==> src/rtl/dmem_arbiter_if.sv <==
// rtl/dmem_arbiter_if.sv - requester, memory and status signals of the shared data-memory arbiter
interface dmem_arbiter_if #(
    parameter int ADDR_W = 32,
    parameter int DATA_W = 32
);
    logic              M0_REQ;
    logic              M0_WE;
    logic [ADDR_W-1:0] M0_ADDR;
    logic [DATA_W-1:0] M0_WDATA;
    logic              M0_GNT;
    logic              M0_RVALID;
    logic [DATA_W-1:0] M0_RDATA;

    logic              M1_REQ;
    logic              M1_WE;
    logic [ADDR_W-1:0] M1_ADDR;
    logic [DATA_W-1:0] M1_WDATA;
    logic              M1_GNT;
    logic              M1_RVALID;
    logic [DATA_W-1:0] M1_RDATA;

    logic              MEM_RD;
    logic              MEM_WRT;
    logic [ADDR_W-1:0] MEM_ADDR;
    logic [DATA_W-1:0] MEM_WDATA;
    logic [DATA_W-1:0] MEM_RDATA;
    logic              BUSY;

    // The arbiter side
    modport slave (
        input  M0_REQ, M0_WE, M0_ADDR, M0_WDATA,
        input  M1_REQ, M1_WE, M1_ADDR, M1_WDATA,
        input  MEM_RDATA,
        output M0_GNT, M0_RVALID, M0_RDATA,
        output M1_GNT, M1_RVALID, M1_RDATA,
        output MEM_RD, MEM_WRT, MEM_ADDR, MEM_WDATA, BUSY
    );

    // Requesters plus memory, seen from outside the arbiter
    modport master (
        output M0_REQ, M0_WE, M0_ADDR, M0_WDATA,
        output M1_REQ, M1_WE, M1_ADDR, M1_WDATA,
        output MEM_RDATA,
        input  M0_GNT, M0_RVALID, M0_RDATA,
        input  M1_GNT, M1_RVALID, M1_RDATA,
        input  MEM_RD, MEM_WRT, MEM_ADDR, MEM_WDATA, BUSY
    );
endinterface

==> src/rtl/dmem_arbiter.sv <==
// rtl/dmem_arbiter.sv - two-requester round-robin arbiter and single-word access sequencer for data memory
module dmem_arbiter #(
    parameter int ADDR_W  = 32,
    parameter int DATA_W  = 32,
    parameter int MEM_LAT = 2
) (
    input  logic          CLK,
    input  logic          RESET,
    dmem_arbiter_if.slave bus
);

    typedef enum logic [1:0] {
        IDLE  = 2'd0,
        ISSUE = 2'd1,
        WAIT  = 2'd2,
        RESP  = 2'd3
    } state_t;

    localparam logic [3:0] LAT_LOAD = 4'(MEM_LAT - 1);

    state_t            state_q, state_d;
    logic [3:0]        cnt_q, cnt_d;
    logic              last_q;
    logic              owner_q;
    logic              we_q;
    logic [ADDR_W-1:0] mem_addr_q;
    logic [DATA_W-1:0] mem_wdata_q;
    logic [DATA_W-1:0] rdata0_q;
    logic [DATA_W-1:0] rdata1_q;

    logic win0, win1;
    logic gnt0, gnt1;
    logic cap_rdata;
    logic mem_rd, mem_wrt;
    logic rvalid0, rvalid1;
    logic busy;

    // On a tie the requester that was not served last wins
    always_comb begin
        win0 = bus.M0_REQ & (~bus.M1_REQ | last_q);
        win1 = bus.M1_REQ & (~bus.M0_REQ | ~last_q);
        gnt0 = (state_q == IDLE) & RESET & win0;
        gnt1 = (state_q == IDLE) & RESET & win1;
    end

    always_ff @(posedge CLK) begin
        if (!RESET) begin
            state_q <= IDLE;
            cnt_q   <= 4'd0;
        end else begin
            state_q <= state_d;
            cnt_q   <= cnt_d;
        end
    end

    always_comb begin
        state_d   = state_q;
        cnt_d     = cnt_q;
        cap_rdata = 1'b0;
        mem_rd    = 1'b0;
        mem_wrt   = 1'b0;
        rvalid0   = 1'b0;
        rvalid1   = 1'b0;
        busy      = 1'b1;
        case (state_q)
            IDLE: begin
                busy = 1'b0;
                if (gnt0 | gnt1) begin
                    state_d = ISSUE;
                end
            end
            ISSUE: begin
                mem_rd  = ~we_q;
                mem_wrt = we_q;
                if (we_q) begin
                    state_d = RESP;
                end else begin
                    cnt_d   = LAT_LOAD;
                    state_d = WAIT;
                end
            end
            WAIT: begin
                // Counter reaching zero marks the cycle MEM_RDATA is valid
                if (cnt_q == 4'd0) begin
                    cap_rdata = 1'b1;
                    state_d   = RESP;
                end else begin
                    cnt_d = cnt_q - 4'd1;
                end
            end
            RESP: begin
                rvalid0 = ~owner_q;
                rvalid1 = owner_q;
                state_d = IDLE;
            end
            default: begin
                state_d = IDLE;
            end
        endcase
    end

    always_ff @(posedge CLK) begin
        if (!RESET) begin
            last_q      <= 1'b1;
            owner_q     <= 1'b0;
            we_q        <= 1'b0;
            mem_addr_q  <= '0;
            mem_wdata_q <= '0;
            rdata0_q    <= '0;
            rdata1_q    <= '0;
        end else begin
            if (gnt0 | gnt1) begin
                owner_q     <= gnt1;
                last_q      <= gnt1;
                we_q        <= gnt1 ? bus.M1_WE    : bus.M0_WE;
                mem_addr_q  <= gnt1 ? bus.M1_ADDR  : bus.M0_ADDR;
                mem_wdata_q <= gnt1 ? bus.M1_WDATA : bus.M0_WDATA;
            end
            if (cap_rdata) begin
                if (owner_q) begin
                    rdata1_q <= bus.MEM_RDATA;
                end else begin
                    rdata0_q <= bus.MEM_RDATA;
                end
            end
        end
    end

    always @(posedge CLK) begin
        lat_legal: assert (MEM_LAT >= 1 && MEM_LAT <= 15)
            else $error("dmem_arbiter: MEM_LAT=%0d is outside 1..15", MEM_LAT);
    end

    assign bus.M0_GNT    = gnt0;
    assign bus.M1_GNT    = gnt1;
    assign bus.M0_RVALID = rvalid0;
    assign bus.M1_RVALID = rvalid1;
    assign bus.M0_RDATA  = rdata0_q;
    assign bus.M1_RDATA  = rdata1_q;
    assign bus.MEM_RD    = mem_rd;
    assign bus.MEM_WRT   = mem_wrt;
    assign bus.MEM_ADDR  = mem_addr_q;
    assign bus.MEM_WDATA = mem_wdata_q;
    assign bus.BUSY      = busy;

endmodule

==> src/flat_wrapper.sv <==
// flat-port wrapper written by rule: the top's interface ports become plain ports
module dmem_arbiter_flat 
#(
    parameter int ADDR_W  = 32,
    parameter int DATA_W  = 32,
    parameter int MEM_LAT = 2
)
  (CLK, RESET, bus_M0_REQ, bus_M0_WE, bus_M0_ADDR, bus_M0_WDATA, bus_M1_REQ, bus_M1_WE, bus_M1_ADDR, bus_M1_WDATA, bus_MEM_RDATA, bus_M0_GNT, bus_M0_RVALID, bus_M0_RDATA, bus_M1_GNT, bus_M1_RVALID, bus_M1_RDATA, bus_MEM_RD, bus_MEM_WRT, bus_MEM_ADDR, bus_MEM_WDATA, bus_BUSY);
  dmem_arbiter_if #(.ADDR_W(ADDR_W), .DATA_W(DATA_W)) bus_i ();
  input  logic CLK;
  input  logic RESET;
  input wire logic [$bits(bus_i.M0_REQ)-1:0] bus_M0_REQ;
  input wire logic [$bits(bus_i.M0_WE)-1:0] bus_M0_WE;
  input wire logic [$bits(bus_i.M0_ADDR)-1:0] bus_M0_ADDR;
  input wire logic [$bits(bus_i.M0_WDATA)-1:0] bus_M0_WDATA;
  input wire logic [$bits(bus_i.M1_REQ)-1:0] bus_M1_REQ;
  input wire logic [$bits(bus_i.M1_WE)-1:0] bus_M1_WE;
  input wire logic [$bits(bus_i.M1_ADDR)-1:0] bus_M1_ADDR;
  input wire logic [$bits(bus_i.M1_WDATA)-1:0] bus_M1_WDATA;
  input wire logic [$bits(bus_i.MEM_RDATA)-1:0] bus_MEM_RDATA;
  output wire logic [$bits(bus_i.M0_GNT)-1:0] bus_M0_GNT;
  output wire logic [$bits(bus_i.M0_RVALID)-1:0] bus_M0_RVALID;
  output wire logic [$bits(bus_i.M0_RDATA)-1:0] bus_M0_RDATA;
  output wire logic [$bits(bus_i.M1_GNT)-1:0] bus_M1_GNT;
  output wire logic [$bits(bus_i.M1_RVALID)-1:0] bus_M1_RVALID;
  output wire logic [$bits(bus_i.M1_RDATA)-1:0] bus_M1_RDATA;
  output wire logic [$bits(bus_i.MEM_RD)-1:0] bus_MEM_RD;
  output wire logic [$bits(bus_i.MEM_WRT)-1:0] bus_MEM_WRT;
  output wire logic [$bits(bus_i.MEM_ADDR)-1:0] bus_MEM_ADDR;
  output wire logic [$bits(bus_i.MEM_WDATA)-1:0] bus_MEM_WDATA;
  output wire logic [$bits(bus_i.BUSY)-1:0] bus_BUSY;
  assign bus_i.M0_REQ = bus_M0_REQ;
  assign bus_i.M0_WE = bus_M0_WE;
  assign bus_i.M0_ADDR = bus_M0_ADDR;
  assign bus_i.M0_WDATA = bus_M0_WDATA;
  assign bus_i.M1_REQ = bus_M1_REQ;
  assign bus_i.M1_WE = bus_M1_WE;
  assign bus_i.M1_ADDR = bus_M1_ADDR;
  assign bus_i.M1_WDATA = bus_M1_WDATA;
  assign bus_i.MEM_RDATA = bus_MEM_RDATA;
  assign bus_M0_GNT = bus_i.M0_GNT;
  assign bus_M0_RVALID = bus_i.M0_RVALID;
  assign bus_M0_RDATA = bus_i.M0_RDATA;
  assign bus_M1_GNT = bus_i.M1_GNT;
  assign bus_M1_RVALID = bus_i.M1_RVALID;
  assign bus_M1_RDATA = bus_i.M1_RDATA;
  assign bus_MEM_RD = bus_i.MEM_RD;
  assign bus_MEM_WRT = bus_i.MEM_WRT;
  assign bus_MEM_ADDR = bus_i.MEM_ADDR;
  assign bus_MEM_WDATA = bus_i.MEM_WDATA;
  assign bus_BUSY = bus_i.BUSY;
  dmem_arbiter #(.ADDR_W(ADDR_W), .DATA_W(DATA_W), .MEM_LAT(MEM_LAT)) u_core (.CLK(CLK), .RESET(RESET), .bus(bus_i));
endmodule
==> config.mk <==
export PLATFORM = sky130hd
export DESIGN_NAME = dmem_arbiter_flat
export DESIGN_NICKNAME = d
export VERILOG_FILES = /design/src/rtl/dmem_arbiter_if.sv /design/src/rtl/dmem_arbiter.sv /design/src/flat_wrapper.sv
export SDC_FILE = /design/constraint.sdc
export NUM_CORES = 1
export LEC_CHECK = 0
export ABC_AREA = 0
export CAP_MARGIN = 10
export CORE_MARGIN = 8
export CORE_UTILIZATION = 40
export CTS_CLUSTER_SIZE = 24
export DETAILED_ROUTE_END_ITERATION = 8
export PLACE_DENSITY_LB_ADDON = 0.2
export SYNTH_ARGS = -nofsm -noshare
export SYNTH_HDL_FRONTEND = slang
export SYNTH_SLANG_ARGS = --single-unit
==> constraint.sdc <==
create_clock -name CLK -period 2 [get_ports CLK]
set_clock_uncertainty 0.2 [all_clocks]
set_input_delay 0.2 -clock CLK [delete_from_list [all_inputs] [get_ports CLK]]
set_output_delay 0.2 -clock CLK [all_outputs]
set_load 0.005 [all_outputs]
After elaboration in Yosys (flattened, before gate mapping)
Index checks and enable logic that the tools add are counted.
{"block": "totals", "regBits": 137, "wordCells": 54}
{"block": "op_classes", "n_eq_ne": 7, "n_addsub": 1, "mux": 17, "n_reduce_logical": 7, "bitwise": 13}
{"operator": "32-bit two-way mux", "n": 2}
{"operator": "1-bit two-way mux", "n": 9}
{"operator": "4-bit two-way mux", "n": 2}
{"operator": "2-bit case mux with 4 select lines", "n": 1}
{"operator": "4-bit case mux with 2 select lines", "n": 1}
{"operator": "2-bit inequality test (second input constant)", "n": 3}
{"operator": "2-bit AND reduction", "n": 3}
{"operator": "1-bit bitwise AND", "n": 5}
{"operator": "1-bit NOT", "n": 5}
{"operator": "2-bit equality test (second input constant)", "n": 2}
{"operator": "4-bit logical NOT", "n": 1}
{"operator": "2-bit two-way mux", "n": 2}
{"operator": "4-bit by 1-bit subtractor with 4-bit output (second input constant)", "n": 1}
{"operator": "1-bit OR", "n": 3}
{"operator": "3-bit AND reduction", "n": 1}
{"operator": "2-bit by 1-bit equality test with 1-bit output (second input constant)", "n": 1}
{"operator": "2-bit logical NOT", "n": 1}
{"operator": "2-bit by 1-bit inequality test with 1-bit output (second input constant)", "n": 1}
{"operator": "2-bit nonzero test", "n": 1}

Longest topological paths before layout
Gate-level depths: netlist of run 1.
{"block": "logic_depth", "word_depth": 7, "ltp_mapped": 9, "depth_no_buf": 5}

Least setup slack after synthesis of run 1
Ideal clock, no wire load.
{"block": "synth_path", "path_type": "reg2out", "from": "register u_core.state_q[0]", "to": "output port bus_M1_GNT", "t_arrival_ns": 1.466, "setup_slack_ns": 0.134, "path_stages_with_launch": 10, "required_time_ns": 1.600, "path_cell_list": "dfxtp_1 inv_1 ha_1 buf_4 nand3_1 or2_1 clkbuf_1 buf_6 buf_6 inv_1"}
{"block": "synth_between", "elab_chain_cells": 3}
{"element": "from (decl)", "line_no": "dmem_arbiter.sv:21", "source": "state_t state_q, state_d;"}
{"element": "from (signal assigned)", "line_no": "dmem_arbiter.sv:51", "source": "state_q <= state_d;"}
{"element": "2-bit logical NOT", "line_no": "dmem_arbiter.sv:43", "source": "gnt1 = (state_q == IDLE) & RESET & win1;"}
{"element": "1-bit bitwise AND (2 in a row)", "line_no": "dmem_arbiter.sv:43"}
{"element": "to (decl)", "line_no": "flat_wrapper.sv:24", "source": "output wire logic [$bits(bus_i.M1_GNT)-1:0] bus_M1_GNT;"}
No other way between the ends.

Worst setup path after layout of run 1
Same ends and word-level chain as after synthesis.

==> results of run 1 <==
[path summary, 6_finish.rpt]
kind / start / endpoint / slack, ns / cells past startpoint
min reg2reg: u_core.bus.M1_RDATA[25] / u_core.bus.M1_RDATA[25] / 0.27 / 2
max: u_core.state_q[0] / bus_M1_GNT / 0.08 / 6
max reg2reg: u_core.state_q[0] / u_core.bus.MEM_ADDR[11] / 0.11 / 7
min: RESET / u_core.last_q / 0.12 / 3
[worst max-delay path, cell delays in order, from the launching register on]
cell and delay, ns:
dfxtp_1 0.32, inv_2 0.08, ha_4 0.15, nand3_2 0.06, or2_2 0.29, inv_2 0.07, buf_4 0.12
[stage by stage]
| stage | TNS (ns) | cells | hold slack [ns] | util (%) | power (uW) |
|---|---|---|---|---|---|
| floorplan | 0 | 729 | 0.148 | - | 5380 |
| detailed placement | -4.03 | 1164 | 0.265 | 63.0 | 7400 |
| global placement | -2.54 | 1164 | 0.260 | 63.0 | 7380 |
| global route | 0 | 1196 | 0.161 | 67.2 | 11200 |
| finish | 0 | 1196 | 0.118 | 67.2 | 10500 |
| CTS | -0.0250 | 1195 | 0.105 | 67.1 | 10600 |
[cells by family (layout without fill, tap and decap cells)]
group | after synthesis | count (layout)
adder cells (fa/ha/maj) | 6 | 6
AND/OR/NAND/NOR | 219 | 219
multiplexers | 2 | 2
other | 0 | 1
flip-flops | 137 | 137
AO/OA/AOI/OAI | 276 | 276
buffers and inverters | 89 | 371
[state kept, by name, summed over array words and instances, names as in the netlist]
signal	cells
u_core.cnt_q	4
u_core.bus.M1_RDATA	32
u_core.state_q	2
u_core.bus.M0_RDATA	32
u_core.owner_q	1
u_core.bus.MEM_ADDR	32
u_core.bus.MEM_WDATA	32
u_core.last_q	1
u_core.we_q	1
[placed cells by master, fill, tap and decap left out, types with 2 or more instances in the layout]
cell	Yosys	layout
bufinv_16	0	3
clkinv_2	0	3
dfxtp_2	0	2
clkbuf_16	0	17
inv_2	1	5
dfxtp_1	137	135
and2_1	3	2
nor2b_1	5	5
o211ai_1	2	2
nor2_1	65	65
buf_12	0	7
o31ai_1	3	3
a21oi_1	68	67
nand3_1	67	66
a211oi_2	28	28
inv_1	8	4
nand2_1	4	4
clkdlybuf4s15_1	0	2
a211oi_1	37	37
o21ai_0	123	123
clkdlybuf4s50_1	0	292
nor3_1	66	66
and3_1	2	2
mux2i_1	2	2
clkinvlp_4	0	5
dlygate4sd2_1	0	3
ha_1	6	4
o21ai_1	9	9
o211a_1	2	2
buf_4	2	25
buf_2	15	2
[Yosys cell counts, types with 8 or more instances]
cell,instances
a211oi_1,37
a211oi_2,28
a21oi_1,68
buf_2,15
clkbuf_1,53
dfxtp_1,137
inv_1,8
nand3_1,67
nor2_1,65
nor3_1,66
o21ai_0,123
o21ai_1,9
[power by group through the flow]
stage | registers, uW | logic (uW) | clock network [uW]
detailed placement | 3500 | 3900 | 0
floorplan | 3540 | 1840 | 0
finish | 3460 | 3910 | 3180
CTS | 3450 | 3900 | 3230
global placement | 3490 | 3890 | 0
global route | 3520 | 4270 | 3360
[area by class of cell]
class,instances,area (um^2),area share [%]
Clock inverter,12,151,1.54
Tap cell,184,230,2.35
Timing Repair Buffer,331,3310,33.7
Multi-Input combinational cell,503,2890,29.5
Clock buffer,19,443,4.52
Antenna cell,1,2.50,0.0255
Sequential cell,137,2750,28.0
Inverter,9,33.8,0.345
[routing by layer]
| layer | share of wire, % | vias to the layer above | global-route usage (%) | routed length [um] |
|---|---|---|---|---|
| met4 | 3.3 | 0 | 9.10 | 731 |
| met3 | 8.8 | 40 | 8.80 | 1940 |
| met1 | 39 | 2995 | 25.5 | 8640 |
| met5 | 0 | - | 0 | 0 |
| li1 | - | 3176 | - | - |
| met2 | 48 | 245 | 36.3 | 10600 |
[timing repair]
action,CTS,global route
resized for setup,16,8
setup endpoints to repair,7,38
pin swaps,0,0
hold buffers,0,0
setup buffers,0,0
==> flow_metrics.env, run 1 <==
export IMPL_critPathArrivalTime_ns=1.52
export IMPL_grt_pass1_wl_mm=35.3
export IMPL_fin_crit_ns=1.92
export IMPL_synth_simple_area_share_pct=17.4
export IMPL_slew_limit_headroom_pct=49.9
export IMPL_clock_fmax_ghz=0.522
export IMPL_finish_instance_area_mm2=0.00980
export IMPL_placed_area_mm2=0.00920
export IMPL_hold_viol=0
export IMPL_ys_warn_count=0
export IMPL_path_class="flop to output pin"
export IMPL_synth_edff_count=0
export IMPL_ys_seq_elements=137
export IMPL_cap_violations=0
export IMPL_p_leak_uw=0.00338
export IMPL_yosysUniqueCellTypes=36
export IMPL_vias_per_cell=5.40
export IMPL_die_y_um=138
export IMPL_syn_inst=729
export IMPL_status="finished clean"
export IMPL_drt_pass1_iter_count=7
export IMPL_synth_nets=901
export IMPL_nets=1171
export IMPL_synth_ff_type="dfxtp_1"
export IMPL_syn_area_mm2=0.00599
export IMPL_seqPwrFrac_pct=32.8
export IMPL_cts_root_buf="clkbuf_16"
export IMPL_synth_area_top_cells="dfxtp_1, o21ai_0, a211oi_2, a21oi_1, nand3_1"
export IMPL_synthArstFlopShare_pct=0
export IMPL_initialDrtViolationCount=409
export IMPL_worst_slew_pin_slew_ns=0.751
export IMPL_rsz0062_at_grt="no"
export IMPL_slew_violations=0
export IMPL_cts_buffers=17
export IMPL_gr_total_overflow=0
export IMPL_antenna_found_initial=1
export IMPL_fillerInstances=1207
export IMPL_core_area_mm2=0.0146
export IMPL_hold_path_class="input pin to flop"
export IMPL_ant_nets=0
export IMPL_dieWidth_um=138
export IMPL_start_util_pct=41.1
export IMPL_totalWireLength_mm=21.9
export IMPL_drc_errors=0
export IMPL_setup_viol=0
export IMPL_cp_end_kind="output pin"
export IMPL_netSwitchingFraction_pct=32.4
export IMPL_yosys_area_share_adder_pct=1.25
export IMPL_power_internal_uw=7130
export IMPL_cp_required_ns=1.60
export IMPL_syn_avg_cell_area_um2=8.22
export IMPL_post_route_period_util_pct=95.9
export IMPL_p_sw_uw=3420
export IMPL_post_synth_xor_area_fraction_pct=0
export IMPL_yosysSeqAreaShare_pct=45.8
export IMPL_synth_top_family_by_area="compound AO/OA/AOI/OAI gates"
export IMPL_dieArea_mm2=0.0192
export IMPL_final_setup_worst_slack_ns=0.0825
export IMPL_clkTransAtPathRegs_ns=0.06
export IMPL_wl_per_cell_um=18.3
export IMPL_cts_max_level=4
export IMPL_cts_tree="built"
export IMPL_synth_mux_area_share_pct=0.334
export IMPL_num_rows=44
export IMPL_powerDensity_mw_per_mm2=1080
export IMPL_layout_drive_gt1_share_pct=10.8
export IMPL_vdd_drop_max_v=0.000797
export IMPL_synth_top_area_share_pct=45.8
export IMPL_path_max_fanout=2
export IMPL_grt_pass1_vias=6516
export IMPL_synth_top_cell_by_area="dfxtp_1"
export IMPL_cts_sinks=137
export IMPL_clkPwrFrac_pct=30.2
export IMPL_vias=6456
export IMPL_clock_latency_ns=0.42
export IMPL_cp_start_kind="flop"
export IMPL_synth_compound_area_share_pct=28.7
export IMPL_clock_path_buffers=2
export IMPL_grtUsageTotal_pct=22.3
export IMPL_gp_congestion=0.764
export IMPL_io_buffers=300
export IMPL_hpwl_mm=15.2
export IMPL_area_growth_pct=63.6
export IMPL_dp_slack_ns=-0.204
export IMPL_combPwrFrac_pct=37.0
export IMPL_ios=301
export IMPL_grt_max_degree=66
(Power assumes the default switching activity.)
==> inputs of run 2 (changes only) <==
SLEW_MARGIN = 20   (was default)
==> results of run 2 <==
Final layout, timing and power as in run 1 (identical DEF).
==> inputs of run 3 (changes only) <==
REMOVE_ABC_BUFFERS = 1   (was default)
SKIP_CTS_REPAIR_TIMING = 1   (was default)
==> run 3 against run 2 <==
First-iteration DRC count increased by 16%. Count of clock-buffer cells in the layout grew 1. Register-to-register slack better by 0.02 ns. Utilization increased by 0.36 points. Die area is the same. Via count about the same. Worst setup slack gained 0.00090 ns. Wire length grew 3.0%. Clock power increased by 12%. Cell area up 0.54%. Largest cell class unchanged. Largest power group unchanged. Highest routed layer unchanged.
==> flow_metrics.env, run 3 (synthesized netlist as in run 1, its figures left out) <==
export IMPL_status="finished clean"
export IMPL_cap_violations=0
export IMPL_antenna_found_initial=0
export IMPL_rsz0062_at_grt="yes"
export IMPL_drt_pass1_iter_count=4
export IMPL_core_area_mm2=0.0146
export IMPL_fillerInstances=1191
export IMPL_multi_input_area_mm2=0.00289
export IMPL_totalWireLength_mm=22.5
export IMPL_cp_end_kind="output pin"
export IMPL_layout_drive_gt1_share_pct=10.2
export IMPL_vias=6458
export IMPL_p_sw_uw=3420
export IMPL_cts_tree="built"
export IMPL_clkPwrFrac_pct=32.6
export IMPL_area_growth_pct=64.4
export IMPL_tns_ns=0
export IMPL_path_max_fanout=3
export IMPL_slew_limit_headroom_pct=49.4
export IMPL_cts_root_buf="clkbuf_16"
export IMPL_wl_per_cell_um=18.9
export IMPL_p_leak_uw=0.00347
export IMPL_grt_pass1_wl_mm=35.1
export IMPL_clock_latency_ns=0.41
export IMPL_layout_common_cells="clkdlybuf4s50_1, dfxtp_1, o21ai_0"
export IMPL_ios=301
export IMPL_cp_required_ns=1.60
export IMPL_path_class="flop to output pin"
export IMPL_slew_violations=0
export IMPL_grt_max_degree=66
export IMPL_initialDrtViolationCount=474
export IMPL_ant_nets=0
export IMPL_gr_total_overflow=0
export IMPL_die_y_um=138
export IMPL_cts_max_level=4
export IMPL_clock_path_buffers=2
export IMPL_p_total_uw=10900
export IMPL_io_buffers=300
export IMPL_post_route_period_util_pct=95.8
export IMPL_hold_viol=0
export IMPL_cp_start_kind="flop"
export IMPL_hold_path_class="input pin to flop"
export IMPL_start_util_pct=41.1
export IMPL_power_internal_uw=7510
export IMPL_drc_errors=0
export IMPL_combPwrFrac_pct=35.8
export IMPL_dieArea_mm2=0.0192
export IMPL_powerDensity_mw_per_mm2=1110
export IMPL_fin_crit_ns=1.92
export IMPL_critPathArrivalTime_ns=1.52
export IMPL_hpwl_mm=15.3
export IMPL_clkTransAtPathRegs_ns=0.05
export IMPL_setup_viol=0
export IMPL_final_common_cell="clkdlybuf4s50_1"
export IMPL_vias_per_cell=5.41
export IMPL_netSwitchingFraction_pct=31.3
export IMPL_dieWidth_um=138
export IMPL_worst_slew_pin_slew_ns=0.759
export IMPL_vdd_drop_max_v=0.000599
export IMPL_utilization_pct=67.6
export IMPL_ff_latch_area_mm2=0.00274
export IMPL_seqPwrFrac_pct=31.7
export IMPL_gp_congestion=0.797
export IMPL_grtUsageTotal_pct=22.2
export IMPL_nets=1167
export IMPL_cts_buffers=17
export IMPL_num_rows=44
export IMPL_cts_sinks=137
export IMPL_grt_pass1_vias=6333
export IMPL_clock_fmax_ghz=0.522
## run 3: changes by cell type in the layout (fill, tap and decap cells not counted), moves of 2 or more
cell	delta
buf_4	-6
clkdlybuf4s15_1	-2
inv_1	+3
inv_2	-3
buf_6	+2
buf_12	-2
dlygate4sd2_1	-3
dlymetal6s2s_1	+5
clkbuf_2	+2
bufinv_16	+3
clkinvlp_4	-4
## run 3: final cells by class
| cell class | instances | share of cell area [%] |
|---|---|---|
| clock buffer | 20 | 4.53 |
| tap | 184 | 2.34 |
| multi-input combinational | 503 | 29.3 |
| antenna | 1 | 0.0254 |
| timing repair buffer | 327 | 33.4 |
| clock inverter | 12 | 2.23 |
| inverter | 9 | 0.343 |
| sequential | 137 | 27.8 |
## run 3: worst paths after layout
path	start	endpoint	slack, ns	cells after the start
worst min-delay path	RESET	u_core.last_q	0.01	3
worst max-delay path	u_core.state_q[0]	bus_M1_GNT	0.08	6
worst max register to register	u_core.state_q[0]	u_core.bus.MEM_ADDR[27]	0.13	7
worst min register to register	u_core.bus.M1_RDATA[19]	u_core.bus.M1_RDATA[19]	0.27	2
## run 3: metal layers
layer / global-route usage, % / routed length [um] / part of all wire [%] / up-vias
met1: 26.1 / 8840 / 39 / 3001
met2: 34.3 / 10500 / 46 / 255
met5: 0 / 0 / 0 / -
met4: 8.87 / 648 / 2.9 / 0
li1: - / - / - / 3163
met3: 10.5 / 2600 / 12 / 39
## run 3: stage by stage
stage | hold WS, ns | instances | worst slack (ns) | area (um^2)
5_1_grt | 0.0367 | 1192 | -0.0199 | 9850
4_1_cts | -0.00868 | 1190 | -0.426 | 9790
3_3_place_gp | 0.260 | 1158 | -0.233 | 9130
6_report | 0.0124 | 1193 | 0.0834 | 9860
2_1_floorplan | 0.0762 | 649 | -2.05 | 5640
3_5_place_dp | 0.265 | 1158 | -0.239 | 9130
## run 3: power groups by stage
stage                     logic [uW]  clock network (uW)  registers [uW]
after floorplan                 1570                   0            3590
after global placement          3840                   0            3490
after global routing            4240                3730            3520
after detailed placement        3840                   0            3500
after CTS                       3860                3610            3460
final                           3910                3560            3460
## run 3: critical path, stage by stage (launching register included)
cell and delay [ns]:
dfxtp_1 0.31, inv_1 0.07, ha_2 0.20, nand3_2 0.09, or2_4 0.26, inv_1 0.05
clkbuf_2 0.13
